`config.mk`:
```
export PLATFORM = sky130hd
export DESIGN_NAME = flag_branch_unit
export DESIGN_NICKNAME = d
export VERILOG_FILES = /design/src/rtl/flag_branch_unit.sv
export SDC_FILE = /design/constraint.sdc
export NUM_CORES = 1
export LEC_CHECK = 0
export BUFFER_PORTS_ARGS = -buffer_cell sky130_fd_sc_hd__buf_2
export CAP_MARGIN = 30
export CELL_PAD_IN_SITES_DETAIL_PLACEMENT = 1
export CELL_PAD_IN_SITES_GLOBAL_PLACEMENT = 1
export CORE_ASPECT_RATIO = 0.75
export CORE_MARGIN = 2
export CORE_UTILIZATION = 40
export CTS_CLUSTER_DIAMETER = 150
export DETAILED_ROUTE_END_ITERATION = 6
export PLACE_DENSITY_LB_ADDON = 0.12
export SLEW_MARGIN = 0
export SYNTH_ARGS = -nofsm -noshare
export SYNTH_HDL_FRONTEND = slang
export SYNTH_SLANG_ARGS = --single-unit
```
`constraint.sdc`:
```
create_clock -name clk -period 6.8 [get_ports clk]
set_input_delay 1.36 -clock clk [delete_from_list [all_inputs] [get_ports clk]]
set_output_delay 1.36 -clock clk [all_outputs]
set_load 0.005 [all_outputs]
```
`src/rtl/flag_branch_unit.sv`:
```
// Architectural NZVC flag register plus conditional-branch resolver for the 5-stage pipeline.
// A taken branch issues a one-cycle registered PC redirect and then holds flush for SQUASH_CYCLES cycles.
module flag_branch_unit #(
  parameter int SQUASH_CYCLES = 2,
  parameter int CNT_W         = 16
) (
  input  logic             clk,
  input  logic             reset,
  input  logic             ex_valid,
  input  logic             ex_setflags,
  input  logic [3:0]       ex_flags,
  input  logic             br_valid,
  input  logic [1:0]       br_type,
  input  logic             cbz_zero,
  input  logic [63:0]      br_pc,
  input  logic [63:0]      br_offset,
  output logic [3:0]       flags,
  output logic             redirect_valid,
  output logic [63:0]      redirect_pc,
  output logic             flush,
  output logic [CNT_W-1:0] br_count,
  output logic [CNT_W-1:0] taken_count,
  output logic             dbg_state
);

  // Handshake: br_valid and ex_valid are single-cycle qualifiers with no ready;
  // the unit accepts whatever is presented on an edge while in IDLE and
  // silently drops it while in SQUASH (that work is on the wrong path).

  localparam int SQ_W = (SQUASH_CYCLES > 1) ? $clog2(SQUASH_CYCLES) : 1;

  localparam logic [1:0] BR_B   = 2'b00;
  localparam logic [1:0] BR_CBZ = 2'b01;
  localparam logic [1:0] BR_EQ  = 2'b10;
  localparam logic [1:0] BR_LT  = 2'b11;

  typedef enum logic {
    IDLE   = 1'b0,
    SQUASH = 1'b1
  } state_t;

  state_t          state;
  logic [SQ_W-1:0] sq_cnt;

  logic            fwd_sel;
  logic            eff_n;
  logic            eff_z;
  logic            eff_v;
  logic            taken;
  logic [63:0]     target;

  // The EX instruction is always older than the branch, so its flags win.
  assign fwd_sel = ex_valid & ex_setflags;
  assign eff_n   = fwd_sel ? ex_flags[3] : flags[3];
  assign eff_z   = fwd_sel ? ex_flags[2] : flags[2];
  assign eff_v   = fwd_sel ? ex_flags[1] : flags[1];

  always_comb begin
    taken = 1'b0;
    case (br_type)
      BR_B:    taken = 1'b1;
      BR_CBZ:  taken = cbz_zero;
      BR_EQ:   taken = eff_z;
      BR_LT:   taken = eff_n ^ eff_v;
      default: taken = 1'b0;
    endcase
  end

  // Modular add: a target past the top of the address space wraps to low memory.
  assign target = br_pc + br_offset;

  function automatic logic [CNT_W-1:0] sat_inc(input logic [CNT_W-1:0] c);
    return (c == {CNT_W{1'b1}}) ? c : c + CNT_W'(1);
  endfunction

  always_ff @(posedge clk) begin
    if (!reset) begin
      state          <= IDLE;
      sq_cnt         <= '0;
      flags          <= 4'b0000;
      redirect_valid <= 1'b0;
      redirect_pc    <= 64'd0;
      flush          <= 1'b0;
      br_count       <= '0;
      taken_count    <= '0;
    end else begin
      redirect_valid <= 1'b0;
      case (state)
        IDLE: begin
          if (fwd_sel) begin
            flags <= ex_flags;
          end
          if (br_valid) begin
            br_count <= sat_inc(br_count);
            if (taken) begin
              taken_count    <= sat_inc(taken_count);
              redirect_pc    <= target;
              redirect_valid <= 1'b1;
              flush          <= 1'b1;
              sq_cnt         <= SQ_W'(SQUASH_CYCLES - 1);
              state          <= SQUASH;
            end
          end
        end
        SQUASH: begin
          if (sq_cnt == '0) begin
            flush <= 1'b0;
            state <= IDLE;
          end else begin
            sq_cnt <= sq_cnt - SQ_W'(1);
          end
        end
        default: begin
          flush <= 1'b0;
          state <= IDLE;
        end
      endcase
    end
  end

  assign dbg_state = state;

endmodule

```
# --- Word level (Yosys, flattened, before mapping) ---
# Index checks and enable logic that the tools add are counted.
totals:
  input_bits: 140
  wordCells: 48
  reg_bits: 104
  out_inout_bits: 103
op_classes:
  n_eq_ne: 8
  n_addsub: 4
  reduce_logical: 8
  n_mux: 14
  bitwise: 6
ops:
  columns: ["cell", "n"]
  rows:
  - ["$add 64x64->64", 1]
  - ["$add 16x1->16 const B", 2]
  - ["$eq 16x16->1 const B", 2]
  - ["$mux 1", 10]
  - ["$reduce_and 3->1", 3]
  - ["$ne 2x2->1 const B", 3]
  - ["$pmux 1 s2", 3]
  - ["$eq 2x2->1 const B", 2]
  - ["$not 1->1", 4]
  - ["$pmux 1 s4", 1]
  - ["$reduce_and 2->1", 2]
  - ["$reduce_and 4->1", 1]
  - ["$eq 2x1->1 const B", 1]
  - ["$logic_not 2->1", 1]
  - ["$reduce_or 2->1", 1]
  - ["$and 1x1->1", 1]
  - ["$sub 1x1->1 const B", 1]
  - ["$xor 1x1->1", 1]

# --- Logic depth before layout (Yosys ltp) ---
logic_depth:
  word_depth: 7
  depth_mapped: 12
  depth_no_buf: 12

# --- Worst setup path after synthesis ---
# No wires, ideal clock.
synth_path:
  path_kind: "in2reg"
  from: "in br_pc[0]"
  to: "reg redirect_pc[56]"
  t_required_ps: 6675
  stages: 12
  arrival_ps: 3748
  setup_slack_ps: 2927
  setup_ps: 125
  path_buffers: 0
  cell_sequence: "ha_1 -> fa_1 -> a211oi_1 -> o21a_1 -> a221o_1 -> a311oi_4 -> a31oi_2 -> o31ai_4 -> a21oi_2 -> a31oi_1 -> xnor2_1 -> o21ai_1"
synth_via:
  elab_chain_len: 1
synth_rtl:
  columns: ["element", "line", "source"]
  rows:
  - ["from (decl)", "15", "input logic [63:0] br_pc,"]
  - ["$add 64x64->64", "70", "assign target = br_pc + br_offset;"]
  - ["to (signal assigned)", "97", "redirect_pc <= target;"]
  - ["to (decl)", "19", "output logic [63:0] redirect_pc,"]
# No other way between the ends.
# A chain may end at the register's enable or synchronous reset.

# --- Worst setup path in the final report ---
layout_path:
  from: "in br_pc[0]"
  to: "reg redirect_pc[54]"
# Same word-level chain as after synthesis.

==> results.md <==
- After the last flow step, the layout net total stands at 1,369.
- The root buffer selected by CTS is sky130_fd_sc_hd__clkbuf_16.
- By startpoint and endpoint, the worst setup path is classified as in -> reg.
- The number of detailed-routing iterations run before antenna repair is 5.
- Entering global routing, the biggest net connects 63 pins.
- The worst slack on hold paths is between 0.4 and 0.5 ns.
- The proportion of register bits with asynchronous set or reset after synthesis is 0.
- STA classifies the critical path endpoint as a flip-flop.
- The setup TNS after final layout is 0 ns.
- The count of final max-slew check failures was 0.
- The cell area after synthesis is about 0.0075 sq mm.
- Clock skew on the completed layout was measured at 0.0127 ns.
- The routed wire length is between 20 and 30 mm.
- Gates resized during post-CTS repair numbered 0.
- The number of buffers added by the clock tree synthesis step is 9.
- Synthesis inferred 104 register bits.
- In the synthesized netlist the dominant register cell turns out to be sky130_fd_sc_hd__dfxtp_1.
- In the routed layout, each cell is associated on average with a via count of between 5 and 6.
- The flow ran to the end, and the final reports show no timing, DRC or antenna violations.
- Routability-driven placement finished with a final weighted congestion of 0.903.
- The most common library cell in the layout ignoring fill and taps is sky130_fd_sc_hd__buf_2.
- The placed wire-length estimate is roughly 20 mm.
- The count of maximum capacitance violations is 0.
- The residual antenna-violating net count after detailed routing is 0.
- CTS built an H-tree with a depth of 3.
- The critical path launch point type is an input port.
- For this run, design rule violations remaining after detail routing come to 0.
- The largest buffer count on any clock path is 2.
- The area growth from synthesis to layout is 22.3%.
- The die height is 123 um.
- The quantity of hold-fixing buffers added after cts is 0.
- The total count of hold-check failures in the final report is 0.
- After clock tree synthesis, the clock-pin slew on the worst setup and hold paths is 0.08 ns.
- The worst-path maximum fanout is 6.
- The cell row count is 43.
- The count of yosys warnings during synthesis is 0.
- The via count of the first global-routing pass is about 7,400.
- The worst vdd rail ir drop is 0.0988 mV.
- TritonCTS built the clock tree.
- The synthesized design contains 0 enable-type register cells.
- Of the synthesized area, sequential elements account for 0.277.
- The clock net in this run drives a total of between 100 and 150 sinks.
- The pin slew with the least headroom to its limit is just over 0.9 ns.
- Counting distinct cell types in the post-synthesis netlist gives 56.
- Summed over all layers, the global routing overflow is 0.
- Dividing the detail-routed wire length by the instance count gives 17.7 um.
- The die is between 150 and 200 um wide.
- The first-pass GRT wire length is around 39 mm.
- The leakage power figure is ~4.3 nW.
- The initial antenna violation count is 0.
- Data on the critical path is required at its endpoint by between 7 and 8 ns.
- The number of antenna diodes in the final layout is 0.
- The worst hold path belongs to the class reg -> reg.
- For this block, the via count after detailed routing is ~7,800.
- Setup repair after global routing left no endpoint under its margin.
- The power per unit of standard cell area is just under 200 mW/mm^2.
- The die covers roughly 0.02 sq mm.
- A synthesized cell averages slightly below 8 sq um.
- When the netlist entered floorplanning its net count stood at 1,155.
- The initial core utilization is 0.407.
- The maximum achievable frequency is between 0.2 and 0.25 GHz.
- Setup violations remaining at the end of the flow were counted as 0.
- Dividing the final minimum period by the clock period gives 0.611.
- The first routing iteration left just under 500 violations.
- The top cell types in the final layout, fill and taps aside, are sky130_fd_sc_hd__buf_2 (242), sky130_fd_sc_hd__nor2_1 (104), sky130_fd_sc_hd__dfxtp_1 (104).
- In this run the tightest slew margin relative to its limit is 0.391.
- The number of standard cells after synthesis is 949.
- The fraction of final layout cells with drive strength greater than 1 is 0.238.
- The area of the placeable core is 0.0185 sq mm.
- The arrival time of data at the critical path endpoint is 4.37 ns.
- In the global route stage, overall resource usage came out at 0.248.
- The number of port buffers is ~240.
- After clock tree synthesis, the setup repair step added 0 buffers.
- The insertion delay of the later-clocked pin in the worst-skew pair is 0.37 ns.
- The routed design could run at a clock period as short as around 4.2 ns.
- The total I/O pin count is approximately 240.
==> final timing paths <==
path              depth (start not counted)  slack [ns]               to       startpoint
hold / removal                            2        0.45  redirect_pc[56]  redirect_pc[56]
setup reg to reg                          9        3.73  redirect_pc[55]         flags[3]
setup / recovery                         13        2.64  redirect_pc[54]         br_pc[0]
hold reg to reg                           2        0.45  redirect_pc[56]  redirect_pc[56]
==> metal layers <==
metal,vias to the layer above,wire length [um],global-route usage
met5,-,0,0
met4,0,243,0.0498
met3,17,1260,0.0375
met2,203,10800,0.386
met1,3717,12700,0.364
li1,3824,-,-
==> per-stage QoR <==
step | cells | utilization | total power, mW | instance area (sq um) | worst slack, ns
2_1_floorplan | 949 | - | 1.08 | 7520 | 2.93
3_3_place_gp | 1399 | 0.483 | 1.27 | 8910 | 2.42
3_5_place_dp | 1399 | 0.483 | 1.28 | 8910 | 2.35
4_1_cts | 1415 | 0.498 | 1.81 | 9190 | 2.72
5_1_grt | 1415 | 0.498 | 1.90 | 9190 | 2.43
6_report | 1415 | 0.498 | 1.79 | 9190 | 2.64
==> Yosys cell counts, types with 3 or more instances <==
| library cell | n | area share |
|---|---|---|
| sky130_fd_sc_hd__dfxtp_1 | 104 | 0.28 |
| sky130_fd_sc_hd__nor2_1 | 104 | 0.052 |
| sky130_fd_sc_hd__a21oi_1 | 92 | 0.061 |
| sky130_fd_sc_hd__nand2_1 | 90 | 0.045 |
| sky130_fd_sc_hd__o21ai_0 | 73 | 0.049 |
| sky130_fd_sc_hd__ha_1 | 65 | 0.11 |
| sky130_fd_sc_hd__xnor2_1 | 48 | 0.056 |
| sky130_fd_sc_hd__clkbuf_1 | 41 | 0.020 |
| sky130_fd_sc_hd__mux2i_1 | 41 | 0.055 |
| sky130_fd_sc_hd__xor2_1 | 38 | 0.044 |
| sky130_fd_sc_hd__a21o_1 | 27 | 0.027 |
| sky130_fd_sc_hd__nand4_1 | 26 | 0.022 |
| sky130_fd_sc_hd__nand3_1 | 21 | 0.014 |
| sky130_fd_sc_hd__inv_1 | 20 | 0.010 |
| sky130_fd_sc_hd__and3_1 | 14 | 0.012 |
| sky130_fd_sc_hd__o21bai_1 | 14 | 0.014 |
| sky130_fd_sc_hd__a31oi_1 | 12 | 0.010 |
| sky130_fd_sc_hd__a211oi_1 | 11 | 0.011 |
| sky130_fd_sc_hd__or3_1 | 10 | 0.0083 |
| sky130_fd_sc_hd__and2_1 | 9 | 0.0075 |
| sky130_fd_sc_hd__nor2b_1 | 9 | 0.0075 |
| sky130_fd_sc_hd__nor3_1 | 7 | 0.0047 |
| sky130_fd_sc_hd__o21a_1 | 7 | 0.0070 |
| sky130_fd_sc_hd__o211ai_1 | 6 | 0.0060 |
| sky130_fd_sc_hd__a221o_1 | 5 | 0.0067 |
| sky130_fd_sc_hd__nand2b_1 | 5 | 0.0042 |
| sky130_fd_sc_hd__o21ai_1 | 5 | 0.0033 |
| sky130_fd_sc_hd__and4_1 | 4 | 0.0047 |
| sky130_fd_sc_hd__nor4_1 | 4 | 0.0033 |
| sky130_fd_sc_hd__a21boi_0 | 3 | 0.0030 |
| sky130_fd_sc_hd__or2_2 | 3 | 0.0025 |
==> registers in the layout, indices dropped and copies added (netlist names) <==
signal,cells
redirect_valid,1
dbg_state,1
flush,1
sq_cnt,1
redirect_pc,64
br_count,16
taken_count,16
flags,4
==> worst max-delay path, cell delays in order <==
cell                       delay, ns
sky130_fd_sc_hd__buf_2          0.08
sky130_fd_sc_hd__ha_1           0.21
sky130_fd_sc_hd__fa_1           0.26
sky130_fd_sc_hd__a211oi_1       0.10
sky130_fd_sc_hd__o21a_1         0.24
sky130_fd_sc_hd__a221o_1        0.42
sky130_fd_sc_hd__a311oi_4       0.42
sky130_fd_sc_hd__a21o_1         0.19
sky130_fd_sc_hd__nand2_1        0.16
sky130_fd_sc_hd__o31ai_4        0.47
sky130_fd_sc_hd__a31oi_1        0.18
sky130_fd_sc_hd__xnor2_1        0.18
sky130_fd_sc_hd__o21ai_0        0.09
==> area by class of cell <==
cell class / count / area (sq um)
Tap cell: 247 / 309
Timing Repair Buffer: 245 / 1230
Fill cell: 2373 / 9260
Inverter: 21 / 78.8
Clock inverter: 6 / 53.8
Multi-Input combinational cell: 782 / 5210
Sequential cell: 104 / 2080
Clock buffer: 10 / 229
==> kinds of logic (layout without fill, tap and decap cells) <==
logic type | after synthesis | count (layout) | share of synthesized area
buf+inv | 63 | 282 | 0.0315
flops | 104 | 104 | 0.277
simple gates | 311 | 311 | 0.192
fa+ha+maj | 66 | 66 | 0.111
xor+xnor | 86 | 86 | 0.100
mux | 42 | 42 | 0.0576
compound gates | 277 | 277 | 0.231
==> report_power, final <==
part           internal (mW)  leakage, nW  switching [mW]  total [mW]
Clock                  0.255        0.135           0.261       0.516
Sequential             0.652        0.848          0.0250       0.677
Combinational          0.253         3.28           0.346       0.600
Note: power is estimated with default switching activity, not from simulation.
